===== config.mk =====
export PLATFORM = sky130hd
export DESIGN_NAME = mem_access_sequencer
export DESIGN_NICKNAME = d
export VERILOG_FILES = /design/src/rtl/mem_access_sequencer.sv
export SDC_FILE = /design/constraint.sdc
export NUM_CORES = 1
export LEC_CHECK = 0
export CORE_ASPECT_RATIO = 2
export CORE_MARGIN = 2
export CORE_UTILIZATION = 55
export CTS_BUF_LIST = sky130_fd_sc_hd__clkbuf_8 sky130_fd_sc_hd__clkbuf_16
export DETAILED_ROUTE_END_ITERATION = 10
export DONT_BUFFER_PORTS = 1
export GPL_TIMING_DRIVEN = 1
export PLACE_DENSITY_LB_ADDON = 0.08
export SETUP_SLACK_MARGIN = 0.4
export SLEW_MARGIN = 20
export SYNTH_ARGS = -nofsm -noshare
export SYNTH_HDL_FRONTEND = slang
export SYNTH_SLANG_ARGS = --single-unit

===== constraint.sdc =====
create_clock -name clk -period 2.6 [get_ports clk]
set_input_delay 0.39 -clock clk [delete_from_list [all_inputs] [get_ports clk]]
set_output_delay 0.39 -clock clk [all_outputs]
set_load 0.02 [all_outputs]

===== src/rtl/mem_access_sequencer.sv =====
// Memory-stage sequencer: alignment check, ldd/std beat splitting, req/ack bus handshake and
// load writeback. Define MEM_TIMEOUT_EN to abort a beat that waits TIMEOUT_CYCLES for bus_ack.
module mem_access_sequencer #(
    parameter int unsigned TIMEOUT_CYCLES = 16
) (
    input  logic        clk,
    input  logic        rst_n,
    input  logic        start,
    input  logic        mem_read,
    input  logic        mem_write,
    input  logic [1:0]  mem_access_size,
    input  logic        mem_access_signed,
    input  logic [31:0] addr,
    input  logic [63:0] store_data,
    input  logic [4:0]  rd,
    output logic        busy,
    output logic        bus_req,
    output logic        bus_we,
    output logic [31:0] bus_addr,
    output logic [3:0]  bus_be,
    output logic [31:0] bus_wdata,
    input  logic        bus_ack,
    input  logic        bus_err,
    input  logic [31:0] bus_rdata,
    output logic        wb_valid,
    output logic [4:0]  wb_rd,
    output logic [31:0] wb_data,
    output logic        done,
    output logic        fault,
    output logic [1:0]  fault_code
);

    localparam logic [1:0] SzByte   = 2'b00;
    localparam logic [1:0] SzHalf   = 2'b01;
    localparam logic [1:0] SzWord   = 2'b10;
    localparam logic [1:0] SzDouble = 2'b11;

    localparam logic [1:0] FcIllegal = 2'b01;
    localparam logic [1:0] FcBus     = 2'b10;

    typedef enum logic [2:0] {
        StIdle,
        StAcc0,
        StAcc1,
        StWbHi,
        StWbLo,
        StFin
    } state_t;

    state_t      state_q;
    logic        op_read_q;
    logic [1:0]  op_size_q;
    logic        op_signed_q;
    logic [4:0]  op_rd_q;
    logic [1:0]  op_off_q;
    // Holds the std low word until beat 1, then the ldd beat data awaiting writeback.
    logic [31:0] hold_q;

`ifdef MEM_TIMEOUT_EN
    localparam logic [1:0]  FcTimeout = 2'b11;
    localparam int unsigned TmoW      = $clog2(TIMEOUT_CYCLES + 1);
    localparam logic [TmoW-1:0] TmoLast = TmoW'(TIMEOUT_CYCLES - 1);
    logic [TmoW-1:0] tmo_q;
`endif

    logic        misaligned;
    logic [3:0]  start_be;
    logic [31:0] start_wdata;
    logic [7:0]  rbyte;
    logic [15:0] rhalf;
    logic [31:0] load_ext;

    assign busy = (state_q != StIdle);

    always_comb begin
        misaligned  = 1'b0;
        start_be    = 4'hF;
        start_wdata = store_data[31:0];
        unique case (mem_access_size)
            SzByte: begin
                start_be    = 4'b1000 >> addr[1:0];
                start_wdata = {4{store_data[7:0]}};
            end
            SzHalf: begin
                misaligned  = addr[0];
                start_be    = addr[1] ? 4'b0011 : 4'b1100;
                start_wdata = {2{store_data[15:0]}};
            end
            SzWord: begin
                misaligned  = |addr[1:0];
            end
            default: begin
                misaligned  = (|addr[2:0]) | rd[0];
                start_wdata = store_data[63:32];
            end
        endcase
    end

    // Big-endian lane select: offset 0 is bus_rdata[31:24].
    always_comb begin
        rbyte    = bus_rdata[31:24];
        unique case (op_off_q)
            2'd0: rbyte = bus_rdata[31:24];
            2'd1: rbyte = bus_rdata[23:16];
            2'd2: rbyte = bus_rdata[15:8];
            default: rbyte = bus_rdata[7:0];
        endcase
        rhalf    = op_off_q[1] ? bus_rdata[15:0] : bus_rdata[31:16];
        load_ext = bus_rdata;
        unique case (op_size_q)
            SzByte:  load_ext = {{24{op_signed_q & rbyte[7]}}, rbyte};
            SzHalf:  load_ext = {{16{op_signed_q & rhalf[15]}}, rhalf};
            default: load_ext = bus_rdata;
        endcase
    end

    always_ff @(posedge clk or negedge rst_n) begin
        if (!rst_n) begin
            state_q     <= StIdle;
            op_read_q   <= 1'b0;
            op_size_q   <= 2'b00;
            op_signed_q <= 1'b0;
            op_rd_q     <= 5'd0;
            op_off_q    <= 2'b00;
            hold_q      <= 32'd0;
            bus_req     <= 1'b0;
            bus_we      <= 1'b0;
            bus_addr    <= 32'd0;
            bus_be      <= 4'd0;
            bus_wdata   <= 32'd0;
            wb_valid    <= 1'b0;
            wb_rd       <= 5'd0;
            wb_data     <= 32'd0;
            done        <= 1'b0;
            fault       <= 1'b0;
            fault_code  <= 2'b00;
`ifdef MEM_TIMEOUT_EN
            tmo_q       <= '0;
`endif
        end else begin
            done       <= 1'b0;
            fault      <= 1'b0;
            fault_code <= 2'b00;
            wb_valid   <= 1'b0;
            unique case (state_q)
                StIdle: begin
                    if (start && (mem_read || mem_write)) begin
                        op_read_q   <= mem_read;
                        op_size_q   <= mem_access_size;
                        op_signed_q <= mem_access_signed;
                        op_rd_q     <= rd;
                        op_off_q    <= addr[1:0];
                        hold_q      <= store_data[31:0];
                        if ((mem_read && mem_write) || misaligned) begin
                            state_q    <= StFin;
                            done       <= 1'b1;
                            fault      <= 1'b1;
                            fault_code <= FcIllegal;
                        end else begin
                            state_q   <= StAcc0;
                            bus_req   <= 1'b1;
                            bus_we    <= mem_write;
                            bus_addr  <= {addr[31:2], 2'b00};
                            bus_be    <= start_be;
                            bus_wdata <= start_wdata;
`ifdef MEM_TIMEOUT_EN
                            tmo_q     <= '0;
`endif
                        end
                    end
                end
                StAcc0, StAcc1: begin
                    if (bus_ack) begin
                        if (bus_err) begin
                            state_q    <= StFin;
                            bus_req    <= 1'b0;
                            done       <= 1'b1;
                            fault      <= 1'b1;
                            fault_code <= FcBus;
                        end else if (state_q == StAcc0 && op_size_q == SzDouble) begin
                            // bus_req stays high straight into the second beat.
                            state_q   <= StAcc1;
                            bus_addr  <= bus_addr + 32'd4;
                            bus_wdata <= hold_q;
                            hold_q    <= bus_rdata;
`ifdef MEM_TIMEOUT_EN
                            tmo_q     <= '0;
`endif
                        end else if (state_q == StAcc0) begin
                            state_q  <= StFin;
                            bus_req  <= 1'b0;
                            done     <= 1'b1;
                            wb_valid <= op_read_q;
                            wb_rd    <= op_rd_q;
                            wb_data  <= load_ext;
                        end else begin
                            bus_req <= 1'b0;
                            if (op_read_q) begin
                                state_q  <= StWbHi;
                                wb_valid <= 1'b1;
                                wb_rd    <= op_rd_q;
                                wb_data  <= hold_q;
                                hold_q   <= bus_rdata;
                            end else begin
                                state_q <= StFin;
                                done    <= 1'b1;
                            end
                        end
                    end
`ifdef MEM_TIMEOUT_EN
                    else if (tmo_q == TmoLast) begin
                        state_q    <= StFin;
                        bus_req    <= 1'b0;
                        done       <= 1'b1;
                        fault      <= 1'b1;
                        fault_code <= FcTimeout;
                    end else begin
                        tmo_q <= tmo_q + TmoW'(1);
                    end
`endif
                end
                StWbHi: begin
                    state_q  <= StWbLo;
                    wb_valid <= 1'b1;
                    wb_rd    <= {op_rd_q[4:1], 1'b1};
                    wb_data  <= hold_q;
                    done     <= 1'b1;
                end
                StWbLo, StFin: state_q <= StIdle;
                default:       state_q <= StIdle;
            endcase
        end
    end

endmodule


==> impl_metrics.toml <==
[outcome]
status = "finished with violations"
violations = "hold timing"

[setup_path]
arrival_ns = 2.49
crit_buf_inv = 2
critPathMaxStageDelay_ns = 0.57
rr_worst_depth = 7
cp.required_ns = 2.93
crit_slowest_cell = "or4b_4"
critPathTopFamily = "simple AND/OR/NAND/NOR gates"
cpMostUsedCell = "buf_4"
endpoint_kind = "flip-flop"
path_depth = 7
crit_path_max_fanout = 22
start_kind = "flip-flop"
cp_cell_sequence = "buf_4, a21oi_1, o31a_1, or4b_4, or2_4, buf_4, o21ai_0"
critical_path_class = "reg -> reg"

[synthesis]
ys_seq_area_share_pct = 42.6
synth-main-ff-cell = "dfrtp_1"
yosys.area_share.adder_pct = 0.137
postSynth.asyncResetShare_pct = 100
synth.area.mux_share_pct = 13.3
post-synth-top-count-cell = "nand2_1"
synth-compound-area-share_pct = 21.6
synth-xor-area-share_pct = 0.0957
ys_types = 63
synth-simple-area-share_pct = 17.0
synth_top_area_share_pct = 42.6
synth_top_family_by_area = "compound AO/OA/AOI/OAI gates"
synth_edf_count = 0
yosysTopAreaCell = "dfrtp_1"
synthTopCellsByCount = "nand2_1, dfrtp_1, o21ai_0"
syn_area_um2 = 9160
ys_ff_latch = 156
ys_top_cells_by_area = "dfrtp_1, nand2_1, mux2_2"
syn_area_per_cell_um2 = 8.93
netlist_instances = 1025
synth_warnings = 0

[clock_tree]
cts_root_buffer = "clkbuf_16"
path_clk_slew_ns = 0.06
cts.htree.levels = 4
cts_tree = "yes"
cts_made_buffers = 17
worstSkewPairLatency_ns = 0.43
clock_path_buffers = 2
cts.sinks = 156

[pwr]
switchingPower_mw = 7.14
clkPwrFrac_pct = 16.8
peakVddDrop_mv = 0.611
p_per_area_nw_per_um2 = 1530
intPower_mw = 8.20
p_comb_share_pct = 46.3
switching_share_pct = 46.5
p_leak_nw = 4.28
p_seq_share_pct = 36.9

[timing]
fmax_mhz = 464
tns_ns = 0
final_hold_viol_count = 156
worstMarginPinSlew_ns = 0.781
grt_setup_unrepaired = "true"
finalMaxSlewViolations = 0
final.setup_skew_ns = 0.00864
relSlewSlack_pct = 47.6
setup_viol = 0
finalCritPeriodShare_pct = 83.0
fin_hold_ws_ns = -0.342
min_period_ns = 2.16
setup_slack_ns = 0.443

[detailed_routing]
drc = 0
first_iter_violations = 606
vias = 7902
ant_nets = 0
wl_per_cell_um = 24.7
viasPerCell = 6.57
firstDrtPassIters = 5
drt-total-wl_um = 29700

[global_routing]
antenna_found_initial = 2
grt_max_degree = 157
grt_first_pass_wirelength_um = 43900
grt_pass1_vias = 8110
globalRoute.totalOverflow = 0
grt_usage_pct = 32.7

[die]
die_w_um = 95.2
ios = 256
die_h_um = 186
die_area_um2 = 17800
num_rows = 66
coreArea_um2 = 16300
start_util_pct = 56.3

[cells_and_area]
finalNetCount = 1129
fill_cells = 1401
drive_above_1_share_pct = 16.2
area_growth_pct = 9.51

[placement]
io_buffers = 0
gp_congestion = 0.927
dp_slack_ns = 0.271
dp_hpwl_um = 21300

[job]
cap_violations = 0

[min_path]
hold_path_class = "in -> async"
[worst reg2reg max path, delay by kind of cell (launching register included)]
kind            cells  cell delay (ns)
buf+inv             2             0.41
flops               1             0.34
simple gates        2             0.89
compound gates      3             0.43
[registers in the layout (all words and copies together) (netlist names)]
name	count
op_signed_q	1
done	1
hold_q	32
op_rd_q	5
wb_data	32
op_read_q	1
bus_wdata	32
wb_valid	1
state_q	3
op_off_q	2
op_size_q	2
bus_addr	30
bus_req	1
fault	1
bus_we	1
bus_be	4
fault_code	2
wb_rd	5
[power groups by stage]
stage | Sequential (mW) | Combinational, mW | Clock [mW]
after floorplan | 5.26 | 5.31 | 0
after detailed placement | 5.69 | 6.65 | 0
after global routing | 5.80 | 7.74 | 2.71
final | 5.66 | 7.10 | 2.58
after CTS | 5.65 | 6.74 | 2.61
after global placement | 5.62 | 6.43 | 0
[worst paths after layout]
path / startpoint / endpoint / slack (ns)
max in group asynchronous: rst_n / wb_data[30] / 2.55
setup reg to reg: state_q[0] / bus_wdata[28] / 0.44
hold reg to reg: op_rd_q[1] / op_rd_q[1] / 0.51
min in group clk: mem_read / op_read_q / 0.10
hold / removal: rst_n / bus_addr[5] / -0.34
setup / recovery: state_q[0] / bus_wdata[28] / 0.44
[layer usage]
layer | track usage (%) | up-vias | part of all wire, %
met5 | 0 | - | 0.047
met4 | 18.6 | 2 | 5.5
met3 | 9.08 | 81 | 8.6
met2 | 58.0 | 389 | 53
met1 | 33.0 | 3788 | 33
li1 | - | 3642 | -
[repair_timing]
action / in CTS / in global routing
setup endpoints to repair: 64 / 92
pin swaps: 0 / 1
cloned: 0 / 2
endpoints found under the hold margin: 156 / 156
resized for setup: 7 / 13
setup buffers: 3 / 1
[cell type report]
cell class              instances  area (um^2)  area share, %
well taps                     204          255           2.55
multi-input cells             768         4850           48.4
diodes                          1         2.50         0.0250
clock inverters                14          168           1.67
inverters                       8         30.0          0.300
repair buffers                 34          375           3.74
clock buffers                  18          439           4.38
flip-flops and latches        156         3910           39.0
[per-stage QoR]
step / cell area, um^2 / cells / util, % / hold slack (ns) / total power, mW
final: 10000 / 1203 / 61.6 / -0.342 / 15.3
after global routing: 10000 / 1203 / 61.6 / -0.364 / 16.3
after global placement: 9260 / 1164 / 56.9 / 0.0989 / 12.1
after floorplan: 9160 / 1026 / - / 0.0944 / 10.6
after CTS: 9920 / 1199 / 61.0 / -0.356 / 15.0
after detailed placement: 9260 / 1164 / 56.9 / 0.0992 / 12.3
[logic make-up after synthesis]
family	Yosys count
compound gates	315
xor+xnor	1
fa+ha+maj	1
buf+inv	102
flops	156
mux	106
other cells	1
simple gates	343
[layout by cell type, fill, tap and decap left out, drive strengths merged, types with 26 or more instances in the layout]
master and instances:
a21oi 48, a2bb2oi 26, buf 32, dfrtp 156
mux2 63, mux2i 37, nand2 208, nor2 36
o21ai 118, o22ai 34
Power figures use the tool's default switching activity.
